[src/rtl/rv32_f_fetch_buffer.sv]
// ============================================================================
// rv32_f_fetch_buffer
//
// Purpose:
//   A small circular FIFO that sits between the fetch and decode stages of an
//   RV32 pipeline. It holds up to DEPTH fetched {instruction, pc} pairs. The
//   head entry goes to decode together with its pc + 4. A redirect (flush)
//   discards all contents in one cycle.
//
// Parameters:
//   DEPTH  number of entries (2, 4 or 8)
//   XLEN   width of the pc and instruction fields
//
// Optional feature (compile-time macro):
//   FETCH_BYPASS_EN  If the buffer is empty, an incoming instruction goes
//                    straight through to decode in the same cycle. If decode
//                    accepts it, it is never stored. If this macro is not
//                    defined, there is no combinational path from in_* to
//                    out_*. In that case the push-to-valid latency is one
//                    cycle.
//
// Ports:
//   clk_i           clock, rising edge active
//   rst_ni          asynchronous active-low reset
//   in_valid_i      fetch presents an instruction
//   in_instr_i      fetched instruction word
//   in_pc_i         pc of the fetched instruction
//   in_ready_o      buffer accepts this cycle (not full)
//   out_valid_o     head entry valid for decode
//   out_instr_o     head instruction (0 when out_valid_o is low)
//   out_pc_o        head pc (0 when out_valid_o is low)
//   out_pc_plus4_o  out_pc_o + 4, wrapping at XLEN bits
//   out_ready_i     decode consumes the head; low means decode stall
//   flush_i         branch/jump redirect; clears the buffer
//   count_o         number of occupied entries
// ============================================================================
module rv32_f_fetch_buffer #(
    parameter int DEPTH = 4,
    parameter int XLEN  = 32
) (
    input  logic                     clk_i,
    input  logic                     rst_ni,
    input  logic                     in_valid_i,
    input  logic [XLEN-1:0]          in_instr_i,
    input  logic [XLEN-1:0]          in_pc_i,
    output logic                     in_ready_o,
    output logic                     out_valid_o,
    output logic [XLEN-1:0]          out_instr_o,
    output logic [XLEN-1:0]          out_pc_o,
    output logic [XLEN-1:0]          out_pc_plus4_o,
    input  logic                     out_ready_i,
    input  logic                     flush_i,
    output logic [$clog2(DEPTH):0]   count_o
);

    localparam int PTR_W = $clog2(DEPTH);
    localparam int CNT_W = PTR_W + 1;
    localparam logic [CNT_W-1:0] FULL_CNT = CNT_W'(DEPTH);

    // Storage. It is not reset: the output muxing forces idle values
    // whenever the buffer is empty.
    logic [XLEN-1:0]  r_instr_mem [DEPTH];
    logic [XLEN-1:0]  r_pc_mem    [DEPTH];

    logic [PTR_W-1:0] r_rd_ptr;
    logic [PTR_W-1:0] r_wr_ptr;
    logic [CNT_W-1:0] r_count;

    logic             w_full;
    logic             w_empty;
    logic             w_push;
    logic             w_pop;
    logic             w_bypass_taken;
    logic             w_head_valid;
    logic [XLEN-1:0]  w_head_instr;
    logic [XLEN-1:0]  w_head_pc;
    logic [XLEN-1:0]  w_out_pc;

    assign w_full  = (r_count == FULL_CNT);
    assign w_empty = (r_count == '0);

    // in_ready_o depends only on the registered count. A same-cycle pop
    // does not open a full buffer, and a flush does not change it either.
    assign in_ready_o = ~w_full;

`ifdef FETCH_BYPASS_EN
    logic w_bypass;
    // Bypass is offered only when nothing is stored. This keeps program
    // order intact.
    assign w_bypass       = w_empty & in_valid_i & ~flush_i;
    assign w_bypass_taken = w_bypass & out_ready_i;
`else
    assign w_bypass_taken = 1'b0;
`endif

    // A flush overrides both push and pop. A bypassed instruction that
    // decode accepted does not occupy a slot.
    assign w_push = in_valid_i & ~w_full & ~flush_i & ~w_bypass_taken;
    // A pop only ever consumes a stored entry. The bypass case is handled
    // entirely by w_bypass_taken.
    assign w_pop  = ~w_empty & out_ready_i & ~flush_i;

    // Head selection.
    always_comb begin
        w_head_valid = ~w_empty;
        w_head_instr = r_instr_mem[r_rd_ptr];
        w_head_pc    = r_pc_mem[r_rd_ptr];
`ifdef FETCH_BYPASS_EN
        if (w_bypass) begin
            w_head_valid = 1'b1;
            w_head_instr = in_instr_i;
            w_head_pc    = in_pc_i;
        end
`endif
    end

    // An idle head reads as instruction 0 at pc 0. Downstream decodes
    // opcode 0 as a no-op.
    assign w_out_pc       = w_head_valid ? w_head_pc : '0;
    assign out_valid_o    = w_head_valid;
    assign out_instr_o    = w_head_valid ? w_head_instr : '0;
    assign out_pc_o       = w_out_pc;
    assign out_pc_plus4_o = w_out_pc + XLEN'(4);
    assign count_o        = r_count;

    // Storage write port.
    always_ff @(posedge clk_i) begin
        if (w_push) begin
            r_instr_mem[r_wr_ptr] <= in_instr_i;
            r_pc_mem[r_wr_ptr]    <= in_pc_i;
        end
    end

    // Pointers and occupancy. DEPTH is a power of two, so the pointers
    // wrap naturally.
    always_ff @(posedge clk_i or negedge rst_ni) begin
        if (!rst_ni) begin
            r_rd_ptr <= '0;
            r_wr_ptr <= '0;
            r_count  <= '0;
        end else if (flush_i) begin
            r_rd_ptr <= '0;
            r_wr_ptr <= '0;
            r_count  <= '0;
        end else begin
            if (w_push) begin
                r_wr_ptr <= r_wr_ptr + PTR_W'(1);
            end
            if (w_pop) begin
                r_rd_ptr <= r_rd_ptr + PTR_W'(1);
            end
            case ({w_push, w_pop})
                2'b10:   r_count <= r_count + CNT_W'(1);
                2'b01:   r_count <= r_count - CNT_W'(1);
                default: r_count <= r_count;
            endcase
        end
    end

endmodule

[config.mk]
export PLATFORM = sky130hd
export DESIGN_NAME = rv32_f_fetch_buffer
export DESIGN_NICKNAME = d
export VERILOG_FILES = /design/src/rtl/rv32_f_fetch_buffer.sv
export SDC_FILE = /design/constraint.sdc
export NUM_CORES = 1
export LEC_CHECK = 0
export BUFFER_PORTS_ARGS = -buffer_cell sky130_fd_sc_hd__buf_2
export CORE_UTILIZATION = 50
export CTS_CLUSTER_SIZE = 16
export DETAILED_ROUTE_END_ITERATION = 10
export GPL_TIMING_DRIVEN = 0
export HOLD_SLACK_MARGIN = 0.03
export PLACE_DENSITY = 0.72
export SYNTH_ARGS = -nofsm -noshare
export SYNTH_HDL_FRONTEND = slang
export SYNTH_SLANG_ARGS = --single-unit
export TNS_END_PERCENT = 1
[constraint.sdc]
create_clock -name clk_i -period 4 [get_ports clk_i]
set_input_delay 0.2 -clock clk_i [delete_from_list [all_inputs] [get_ports clk_i]]
set_output_delay 0.2 -clock clk_i [all_outputs]
set_load 0.005 [all_outputs]
==> qor.yml <==
cts_max_level: 1
finClkSkew_ns: 0.00929
crit_type: "reg2out"
power_mw: 8.71
synth_seq_area_share_pct: 71.3
dr_total_vias: 6198
required_ns: 3.80
async_flop_share_pct: 2.66
synth_nets: 654
clock_latency_ns: 0.51
ant_nets: 0
grt_max_degree: 52
avgSynthCellArea_um2: 19.0
peakVddDrop_mv: 0.467
nets: 919
fin_crit_ns: 3.68
grt_pass1_wl_um: 34900
routed_via_density: 5.46
grtUsageTotal_pct: 20.8
fmax_mhz: 272
period_share_pct: 91.9
cts_buffers: 26
synthFlopType: "edfxtp_1"
coreArea_um2: 21300
dr.pass1.iters: 4
status: "finished clean"
cts_root_buf: "clkbuf_16"
tritoncts: "yes"
final_area_um2: 13800
grt_overflow: 0
maxCapViolCount: 0
powerDensity_nw_per_um2: 630
slew_headroom_pct: 54.3
ys_seq_elements: 263
n_antenna_cell: 0
antenna_found_initial: 1
yosysTopAreaCell: "edfxtp_1"
clkTransAtPathRegs_ns: 0.06
synth-edff-count: 256
wl_per_cell_um: 20.1
rows: 53
rsz0062_at_grt: "false"
synth_area_um2: 11000
hp-class: "in2async"
leakagePower_nw: 5.04
place_hpwl_um: 14900
synthTopCellsByArea: "edfxtp_1 (70%), mux4_2 (12%), and2_1 (4.0%), dfrtp_1 (1.6%), mux4_1 (1.4%)"
gp_congestion: 0.838
hold_ws_ns: 0.0501
worstSetupStartpointType: "register"
die_area_um2: 22600
hold_violations: 0
synth_top_area_share_pct: 69.7
r2r_slack_ns: 1.05
slew_violations: 0
port_buffers: 168
start_util_pct: 51.8
worstPathMaxFanout: 19
yosysWarnings: 0
setup_viol: 0
areaGrowthSynthToFinish_pct: 25.4
end_kind: "output pin"
final_core_util_pct: 64.9
drt_wl_total_um: 22800
grt_pass1_vias: 6552
yosysMostFrequentCell: "edfxtp_1"
cts_setup_buffers: 0
worst_pin_slew_ns: 0.685
die_y_um: 150
clock_path_buffers: 3
io_pins: 170
arrival_ns: 3.48
cts_sinks: 263
drc_errors: 0
drive_above_1_share_pct: 34.8
synth_cells: 579
synth_common_cells: "edfxtp_1 (256), and2_1 (70), mux4_2 (61), nand2_1 (31), nor2_1 (22)"
ys_types: 43
first_iter_violations: 287
post_dp_cell_area_um2: 12300
die_w_um: 150
-- per-stage QoR --
stage          cells  setup TNS (ns)  setup slack [ns]
2_1_floorplan    579               0              1.14
3_3_place_gp    1022           -6.99            -0.277
3_5_place_dp    1026           -2.79            -0.369
4_1_cts         1136               0            0.0655
5_1_grt         1136               0            0.0801
6_report        1136               0             0.324
-- placed cells by master, fill, tap and decap left out, types with 9 or more instances in the layout --
| cell type | count |
|---|---|
| clkbuf_16 | 27 |
| mux4_2 | 61 |
| edfxtp_1 | 256 |
| nor2_1 | 22 |
| buf_2 | 170 |
| clkbuf_1 | 17 |
| and2_1 | 66 |
| nand3_1 | 11 |
| xor2_1 | 16 |
| buf_4 | 9 |
| dlygate4sd3_1 | 66 |
| xnor2_1 | 15 |
| nand2_1 | 31 |
-- routing by layer --
layer  GRT usage (%)  vias to the layer above  wire length [um]
li1                -                     2809                 -
met1            26.0                     3089              8970
met5               0                        -                10
met2            36.8                      255             11700
met4            6.01                        2               437
met3            4.00                       43              1720
-- path summary, 6_finish.rpt --
path,to,startpoint,cells past startpoint
max,out_pc_plus4_o[30],count_o[0]$_DFFE_PN0P_,11
min,count_o[2]$_DFFE_PN0P_,rst_ni,2
max reg2reg,count_o[2]$_DFFE_PN0P_,count_o[1]$_DFFE_PN0P_,10
min reg2reg,r_wr_ptr[1]$_DFFE_PN0P_,r_wr_ptr[1]$_DFFE_PN0P_,2
max in group asynchronous,r_rd_ptr[0]$_DFFE_PN0P_,rst_ni,2
min in group clk_i,r_rd_ptr[1]$_DFFE_PN0P_,flush_i,2
-- kinds of logic after synthesis --
logic type                 synth area share (%)
adders and majority gates                 0.749
xor gates and xnor gates                   2.46
AOI/OAI and AO/OA                         0.420
DFF                                        71.3
muxes                                      14.3
and+or+nand+nor                            8.82
buffers and inverters                      1.93
-- power breakdown --
| part | total [mW] | switching [mW] | internal [mW] | leakage, nW |
|---|---|---|---|---|
| sequential | 3.30 | 0.0761 | 3.23 | 2.42 |
| combinational | 3.05 | 1.58 | 1.47 | 2.21 |
| clock | 2.36 | 0.935 | 1.43 | 0.407 |
-- area by class of cell --
type / instances / area, um2
sequential: 263 / 7860
inverter: 7 / 26.3
buffer: 27 / 190
clock buffer: 36 / 709
timing repair buffer: 238 / 1600
tap: 275 / 344
fill: 1466 / 7460
multi-input combinational: 281 / 2970
clock inverter: 9 / 123
-- registers in the layout, indices dropped and copies added (netlist names) --
| name | flops |
|---|---|
| r_instr_mem | 128 |
| r_pc_mem | 128 |
| count_o | 3 |
| r_rd_ptr | 2 |
| r_wr_ptr | 2 |
-- critical path, cell delays in order, from the launching register on --
cell and delay [ns]:
dfrtp_1 0.48, nor3_4 0.12, inv_1 0.29, buf_6 0.30, and2_1 0.19, ha_1 0.21, and2_1 0.24, and4b_1 0.32
nand2_1 0.20, nor4_1 0.31, xor2_1 0.16, buf_2 0.12
-- what timing repair did --
| item | in CTS | in global routing |
|---|---|---|
| endpoints found under the hold margin | 264 | 0 |
| gates cloned | 0 | 0 |
| hold buffers | 66 | 0 |
| endpoints found under the setup margin | 38 | 7 |
| gates resized for setup | 3 | 4 |
(Power assumes the default switching activity.)
